==> src/rtl/cache_fill_fsm_pkg.sv <==
// cache_pkg: shared types and constants for the cache block fill controller.
//   state_t      : fill controller states (IDLE, FILL, TAG)
//   *_W          : address field widths (tag [15:10], index [9:4], offset [3:0])
//   WORDS        : 16-bit words per cache block
//   META_*       : bit positions inside the 8-bit metadata word
package cache_pkg;

    typedef enum logic [1:0] {
        IDLE = 2'd0,
        FILL = 2'd1,
        TAG  = 2'd2
    } state_t;

    localparam int ADDR_W     = 16;
    localparam int DATA_W     = 16;
    localparam int TAG_W      = 6;
    localparam int INDEX_W    = 6;
    localparam int OFFSET_W   = 4;
    localparam int WORDS      = 8;
    localparam int META_W     = 8;
    localparam int META_VALID = 7;
    localparam int META_LRU   = 6;

    // Freshly filled block: valid, not most-recently-used, tag in the low bits.
    function automatic logic [META_W-1:0] make_meta(input logic [TAG_W-1:0] tag);
        logic [META_W-1:0] m;
        m = '0;
        m[META_VALID] = 1'b1;
        m[META_LRU] = 1'b0;
        m[TAG_W-1:0] = tag;
        return m;
    endfunction

endpackage

==> src/rtl/onehot_decoder.sv <==
// onehot_decoder: N-bit binary select to 2^N one-hot, all zero when disabled.
//   sel    : binary select
//   en     : enable; onehot is all zero when low
//   onehot : one-hot decode of sel
module onehot_decoder #(
    parameter int N = 3
) (
    input  logic [N-1:0]        sel,
    input  logic                en,
    output logic [(1<<N)-1:0]   onehot
);

    assign onehot = en ? {{((1 << N) - 1){1'b0}}, 1'b1} << sel : '0;

endmodule

==> src/rtl/cache_fill_fsm.sv <==
// cache_fill_fsm: fills one cache block from memory after a miss, then writes its tag.
//   clk, rst          : clock, synchronous active-high reset
//   miss_detected     : miss request, held by the requester until fill_done
//   miss_address      : byte address of the miss
//   memory_data_valid : memory_data carries a returned word this cycle
//   memory_data       : returned memory word
//   fsm_busy          : fill in progress
//   mem_read          : read issue strobe, memory_address is the word address
//   set_enable        : one-hot set select to data and metadata arrays
//   word_enable       : one-hot word select to the data array
//   write_data_array  : data array write, data_out is the write data
//   write_tag_array   : metadata array write, meta_out is the write value
//   fill_done         : one-cycle fill-complete pulse
module cache_fill_fsm #(
    parameter int MEM_LATENCY = 4,
    parameter int WORDS       = 8
) (
    input  logic             clk,
    input  logic             rst,
    input  logic             miss_detected,
    input  logic [15:0]      miss_address,
    input  logic             memory_data_valid,
    input  logic [15:0]      memory_data,
    output logic             fsm_busy,
    output logic             mem_read,
    output logic [15:0]      memory_address,
    output logic [63:0]      set_enable,
    output logic [WORDS-1:0] word_enable,
    output logic             write_data_array,
    output logic [15:0]      data_out,
    output logic             write_tag_array,
    output logic [7:0]       meta_out,
    output logic             fill_done
);

    import cache_pkg::*;

    // Returned words are written strictly in order, so the return counter
    // alone selects the word; reads need one extra count to mark "all issued".
    localparam int RW = $clog2(WORDS);
    localparam int IW = $clog2(WORDS + 1);

    if (MEM_LATENCY < 1 || WORDS != (1 << RW)) begin : g_bad_params
        $error("cache_fill_fsm: MEM_LATENCY must be >= 1 and WORDS a power of two");
    end

    state_t state, state_n;
    logic [15:0] addr;
    logic [IW-1:0] issue_cnt;
    logic [RW-1:0] ret_cnt;
    logic [TAG_W-1:0] tag_f;
    logic [INDEX_W-1:0] index_f;
    logic issuing, writing, last_word, tagging;

    assign tag_f = addr[ADDR_W-1 -: TAG_W];
    assign index_f = addr[OFFSET_W +: INDEX_W];

    always_ff @(posedge clk) begin
        if (rst) begin
            state <= IDLE;
            addr <= '0;
            issue_cnt <= '0;
            ret_cnt <= '0;
        end else begin
            state <= state_n;
            if (state == IDLE && miss_detected)
                addr <= miss_address;
            issue_cnt <= (state == FILL) ? issue_cnt + IW'(issuing) : '0;
            ret_cnt <= (state == FILL) ? ret_cnt + RW'(writing) : '0;
        end
    end

    // Outputs are also gated by rst so an aborted fill drops every strobe
    // immediately rather than one cycle later.
    always_comb begin
        state_n = state;
        issuing = !rst && state == FILL && int'(issue_cnt) < WORDS;
        writing = !rst && state == FILL && memory_data_valid;
        tagging = !rst && state == TAG;
        last_word = writing && int'(ret_cnt) == WORDS - 1;
        case (state)
            IDLE: state_n = miss_detected ? FILL : IDLE;
            FILL: state_n = last_word ? TAG : FILL;
            TAG: state_n = IDLE;
            default: state_n = IDLE;
        endcase
        fsm_busy = !rst && state != IDLE;
        mem_read = issuing;
        memory_address = issuing ? {tag_f, index_f, {OFFSET_W{1'b0}}} + 16'({issue_cnt, 1'b0}) : '0;
        write_data_array = writing;
        data_out = writing ? memory_data : '0;
        write_tag_array = tagging;
        meta_out = tagging ? make_meta(tag_f) : '0;
        fill_done = tagging;
    end

    onehot_decoder #(.N(INDEX_W)) u_set_dec (
        .sel(index_f),
        .en(writing || tagging),
        .onehot(set_enable)
    );

    onehot_decoder #(.N(RW)) u_word_dec (
        .sel(ret_cnt),
        .en(writing),
        .onehot(word_enable)
    );

endmodule

==> config.mk <==
export PLATFORM = sky130hd
export DESIGN_NAME = cache_fill_fsm
export DESIGN_NICKNAME = d
export VERILOG_FILES = /design/src/rtl/cache_fill_fsm_pkg.sv /design/src/rtl/onehot_decoder.sv /design/src/rtl/cache_fill_fsm.sv
export SDC_FILE = /design/constraint.sdc
export NUM_CORES = 1
export LEC_CHECK = 0
export ABC_CLOCK_PERIOD_IN_PS = 2100
export CORE_AREA = 2 2 59 61
export CTS_CLUSTER_SIZE = 10
export DETAILED_ROUTE_END_ITERATION = 16
export DIE_AREA = 0 0 61 63
export DONT_BUFFER_PORTS = 1
export GPL_ROUTABILITY_DRIVEN = 1
export PLACE_DENSITY = 0.76
export SLEW_MARGIN = 20
export SYNTH_ARGS = -nofsm -noshare
export SYNTH_HDL_FRONTEND = slang
export SYNTH_SLANG_ARGS = --single-unit
==> constraint.sdc <==
create_clock -name clk -period 2.1 [get_ports clk]
set_input_delay 0.315 -clock clk [delete_from_list [all_inputs] [get_ports clk]]
set_output_delay 0.315 -clock clk [all_outputs]
set_load 0.03 [all_outputs]
==> key figures, run 1 <==
Synth
  – Post-synth EDFFs: 0
  – Post-synth top flop: dfxtp_1
  – Post-synth top area share: 21.2%
  – Post-Syn Instances: 263
  – FFs w/ async S/R, synth: 0%
  – Syn Std Cell Area: 1990 µm²
  – #FFs+latches synth: 21
  – Seq/Total Area, Yosys: 21.2%
  – Post-synthesis cell type count: 43
  – Top-count cell post-synth: nor2_1
  – Post-synth top area cell: dfxtp_1
  – Post-Syn Area per Cell: 7.55 µm²
  – Top cells by count, synth: nor2_1 (90), and2_1 (26), dfxtp_1 (21)
  – Yosys warns: 0
  – Largest cells by area after synthesis: dfxtp_1 (21%), nor2_1 (17%), and2_1 (8.2%), mux2i_1 (6.0%), o2111ai_4 (5.3%)

Timing
  – Grt repair worst endpoint: memory_address[12]
  – Worst End Pin Type: primary output

Outcome
  – Failed at: 5_1_grt
  – Error: [ERROR GRT-0232] Routing congestion too high. Check the congestion heatmap in the GUI.
  – Status: did not finish

Floorplan
  – Ports: ~150
  – Starting density of the core: 61.5%
  – Die height: 63 µm
  – Die X: 61 µm
  – Placement Rows: 21

Placement
  – Final HPWL DP: 5000 µm
  – Cells after DPL: 390
  – Routability cong.: 0.860
  – IO buf count: 0
  – Placed Area: 2700 µm²

Clock tree
  – Max clock buf depth: 2
  – CTS Buf Count: 3
  – Hold_buf cts: 0
  – Sink Count: 21
  – Root Driver: clkbuf_4
  – Htree depth: 1

Global route
  – Gr usage total: 83.9%
  – Pin count of the biggest net entering global routing: 19
  – GR Overflow Total: roughly 120
[logic make-up after synthesis]
| family | synth area share [%] |
|---|---|
| AOI/OAI and AO/OA | 14.0 |
| xor gates and xnor gates | 2.65 |
| adders and majority gates | 3.78 |
| buffers and inverters | 8.00 |
| DFF | 21.2 |
| muxes | 6.05 |
| other | 0.189 |
| and+or+nand+nor | 44.1 |
[through the flow]
| step | utilization [%] | setup slack, ns | setup TNS, ns |
|---|---|---|---|
| after CTS | 92.2 | -0.0262 | -0.176 |
| after detailed placement | 83.5 | 0.0821 | 0 |
| after global placement | 83.5 | 0.138 | 0 |
| after floorplan | - | 0.00342 | 0 |
[metal layers]
layer  track usage (%)  overflow
met4               100        58
met5                 0         0
met2               100        59
met3              56.7         0
met1              83.9         1
[timing repair]
| item | CTS |
|---|---|
| resized for setup | 67 |
| setup buffers | 4 |
| pin swaps | 10 |
| gates cloned | 1 |
| endpoints found under the setup margin | 95 |
==> inputs of run 2 (changes only) <==
--- a/config.mk
+++ b/config.mk
@@ -6,13 +6,12 @@
 export NUM_CORES = 1
 export LEC_CHECK = 0
 export ABC_CLOCK_PERIOD_IN_PS = 2100
-export CORE_AREA = 2 2 59 61
-export CTS_CLUSTER_SIZE = 10
+export CORE_MARGIN = 1.5
+export CORE_UTILIZATION = 40
 export DETAILED_ROUTE_END_ITERATION = 16
-export DIE_AREA = 0 0 61 63
 export DONT_BUFFER_PORTS = 1
 export GPL_ROUTABILITY_DRIVEN = 1
-export PLACE_DENSITY = 0.76
+export PLACE_DENSITY_LB_ADDON = 0.15
 export SLEW_MARGIN = 20
 export SYNTH_ARGS = -nofsm -noshare
 export SYNTH_HDL_FRONTEND = slang
==> key figures, run 2 <==
Outcome
  – Status: completed (was did not finish)

Clock tree
  – Sink Count: 21 (unchanged)
  – CTS Buf Count: 3 (unchanged)
  – Root Driver: clkbuf_8 (was clkbuf_4)
  – CTS tree: done
  – Max clock buf depth: 2 (unchanged)
  – Skew-Pair Late Insertion Delay: 0.27 ns
  – Clock transition at path regs: 0.08 ns
  – Htree depth: 1 (unchanged)

Synth
  – Post-synth top area share: 21.2% (unchanged)
  – Post-Syn Area per Cell: 7.55 µm² (unchanged)
  – Top cells by count, synth: nor2_1 (90), and2_1 (26), dfxtp_1 (21) (unchanged)
  – Post-synth top flop: dfxtp_1 (unchanged)
  – Top-count cell post-synth: nor2_1 (unchanged)
  – Post-synthesis cell type count: 43 (unchanged)
  – Seq/Total Area, Yosys: 21.2% (unchanged)
  – FFs w/ async S/R, synth: 0% (unchanged)
  – Post-synth top area cell: dfxtp_1 (unchanged)
  – Yosys warns: 0 (unchanged)
  – #FFs+latches synth: 21 (unchanged)
  – Post-Syn Instances: 263 (unchanged)
  – Post-synth EDFFs: 0 (unchanged)
  – Largest cells by area after synthesis: dfxtp_1 (21%), nor2_1 (17%), and2_1 (8.2%), mux2i_1 (6.0%), o2111ai_4 (5.3%) (unchanged)
  – Syn Std Cell Area: 1990 µm² (unchanged)

Worst hold path
  – Hold WC Path Type: in -> reg
  – Hold path startpoint: rst
  – Worst hold endpoint: addr[10]$_SDFFE_PP0N_
  – Worst Hold Path Cells: 1

Drt
  – DR pass1 iterations: 4
  – Via/cell ratio: 4.95
  – Detailed Route Iter0 Violations: 73
  – Final wirelength: between 5000 and 6000 µm
  – # DRC: 0
  – Vias: 2077
  – Drt wl/cell: 13.9 µm
  – ANT nets after route: 0

Pwr
  – Leakage power figure: 1.22 nW
  – PD cells: 337 nW/µm²
  – Max VDD drop: approximately 290 µV
  – Total power: about 980 µW

Cells and area
  – Layout area overhead: 46.9%
  – Fin util: 61.4%
  – Top reg by flops: addr
  – Largest register FFs: 12
  – Final Cell Area: 2920 µm²
  – Fin nets: 396
  – Antenna cells: 0
  – Share of cells above drive strength 1: a little over two fifths
  – Most frequent cells in the layout: buf_4 (100), nor2_1 (90), and2_1 (25)
  – Final std cells w/o fill: 420
  – Commonest non-fill, non-tap cell in the layout: buf_4
  – Largest registers: addr: 12 flops, issue_cnt: 4 flops, ret_cnt: 3 flops

Critical path
  – Worst EP arrival: roughly 1.7 ns
  – Most frequent CP cell: ha_4
  – FF-to-FF path depth: 5
  – Worst path required time: 1.78 ns
  – Reg-to-Reg Start: issue_cnt[3]$_SDFF_PP0_
  – R2R Path End: issue_cnt[1]$_SDFF_PP0_
  – Startpoint class of the critical path: flip-flop
  – Cell family with most CP delay: simple AND/OR/NAND/NOR gates
  – WP buf/inv: 1
  – CP Max Fanout: 4
  – R2R setup slack: 0.41 ns
  – Slowest-stage cell, CP: or4_4
  – Critical path class: reg -> out
  – CP max stage delay: 0.44 ns
  – Crit. End Element: output pin
  – Critical path cell sequence: ha_4 > ha_4 > nand3_4 > or4_4 > a21oi_4 > buf_6

Floorplan
  – Placement Rows: 25 (was 21)
  – Core area: 4750 µm²
  – Die height: 73.5 µm (was 63 µm)
  – Die X: 73.5 µm (was 61 µm)
  – Ports: 153 (unchanged)
  – Total Die Area: 5400 µm²
  – Starting density of the core: 41.8% (was 61.5%)

Timing
  – Final min period: 2.05 ns
  – Worst Tran Pin Value: 0.562 ns
  – Highest clock rate: slightly below 500 MHz
  – RSZ-0062 raised after global routing: yes
  – Clock Skew: 0.00256 ns
  – Final setup viols: 0
  – Hold violation count in the final report: 0
  – Fin Hold WS: 0.100 ns
  – Period utilization: 97.6%
  – Pins over their slew limit: 0
  – Max_slew headroom: 62.4%

Run
  – MaxCap Viol Count: 0

Global route
  – Vias in the first global route: 1775
  – GR Overflow Total: 0
  – Pin count of the biggest net entering global routing: 19
  – First-pass GRT wire length: 8650 µm
  – Initial antenna violation count: 0
  – Gr usage total: 20.1%

Placement
  – Placed Area: 2730 µm² (was 2700 µm²)
  – Final HPWL DP: 4620 µm (was 5000 µm)
  – IO buf count: 0 (unchanged)
  – Cells after DPL: 412 (was 390)
  – Routability cong.: 0.781 (was 0.860)
-- run 2: cell families (layout without fill, tap and decap cells) --
kind of cell / after synthesis / count (layout) / share of synthesized area [%]
AOI/OAI and AO/OA: 23 / 23 / 14.0
xor gates and xnor gates: 6 / 6 / 2.65
adders and majority gates: 6 / 6 / 3.78
buffers and inverters: 26 / 115 / 8.00
DFF: 21 / 21 / 21.2
muxes: 12 / 12 / 6.05
other: 1 / 2 / 0.189
and+or+nand+nor: 168 / 168 / 44.1
-- run 2: metal layers --
| metal | share of wire [%] | track usage, % | wire [µm] | up-vias |
|---|---|---|---|---|
| met5 | 0 | 0 | 0 | - |
| met3 | 8.1 | 4.66 | 472 | 4 |
| met2 | 50 | 37.2 | 2900 | 95 |
| li1 | - | - | - | 1058 |
| met4 | 0.29 | 2.47 | 17 | 0 |
| met1 | 42 | 24.0 | 2450 | 920 |
-- run 2: worst register-to-register path: cells and delay by family, from the launching register on --
kind / cells / cell delay, ns
AND/OR/NAND/NOR: 2 / 0.67
adder cells (fa/ha/maj): 2 / 0.43
flip-flops: 1 / 0.37
buffers and inverters: 1 / 0.13
-- run 2: final cells by class --
class | instances | area, µm²
Clock buffer | 3 | 41.3
Multi-Input combinational cell | 217 | 1490
Timing Repair Buffer | 106 | 845
Inverter | 5 | 18.8
Sequential cell | 21 | 438
Fill cell | 449 | 1840
Tap cell | 67 | 83.8
Clock inverter | 1 | 7.51
-- run 2: worst max path at each step --
stage | from | endpoint | slack [ns] | cells after the start
floorplan | issue_cnt[3]$_SDFF_PP0_ | memory_address[12] | 0.003 | 5
global placement | issue_cnt[3]$_SDFF_PP0_ | memory_address[14] | 0.13 | 6
CTS | addr[7]$_SDFFE_PP0N_ | set_enable[63] | 0.0002 | 5
detailed placement | issue_cnt[3]$_SDFF_PP0_ | memory_address[14] | 0.09 | 6
global route | issue_cnt[3]$_SDFF_PP0_ | memory_address[14] | -0.02 | 6
finish | issue_cnt[3]$_SDFF_PP0_ | memory_address[14] | 0.05 | 6
-- run 2: what timing repair did --
item,in CTS,in global routing
hold buffers,0,0
setup buffers,4,0
pin swaps,3,3
setup endpoints to repair,11,48
gates resized for setup,12,18
-- run 2: report_power, final --
part	internal [mW]	switching [mW]
logic	0.0898	0.162
clock network	0.134	0.145
registers	0.418	0.0341
-- run 2: through the flow --
| stage | TNS [ns] | worst slack [ns] |
|---|---|---|
| finish | 0 | 0.0497 |
| global route | -0.0398 | -0.0178 |
| CTS | 0 | 0.000178 |
| detailed placement | 0 | 0.0899 |
| global placement | 0 | 0.129 |
| floorplan | 0 | 0.00342 |
No activity file was read; power rests on OpenSTA's default activity.
==> inputs of run 3 (changes only) <==
--- a/config.mk
+++ b/config.mk
@@ -12,7 +12,6 @@
 export DONT_BUFFER_PORTS = 1
 export GPL_ROUTABILITY_DRIVEN = 1
 export PLACE_DENSITY_LB_ADDON = 0.15
-export SLEW_MARGIN = 20
 export SYNTH_ARGS = -nofsm -noshare
 export SYNTH_HDL_FRONTEND = slang
 export SYNTH_SLANG_ARGS = --single-unit
==> results of run 3 <==
Same layout as run 2: the final DEF is identical, and so are final timing and power.
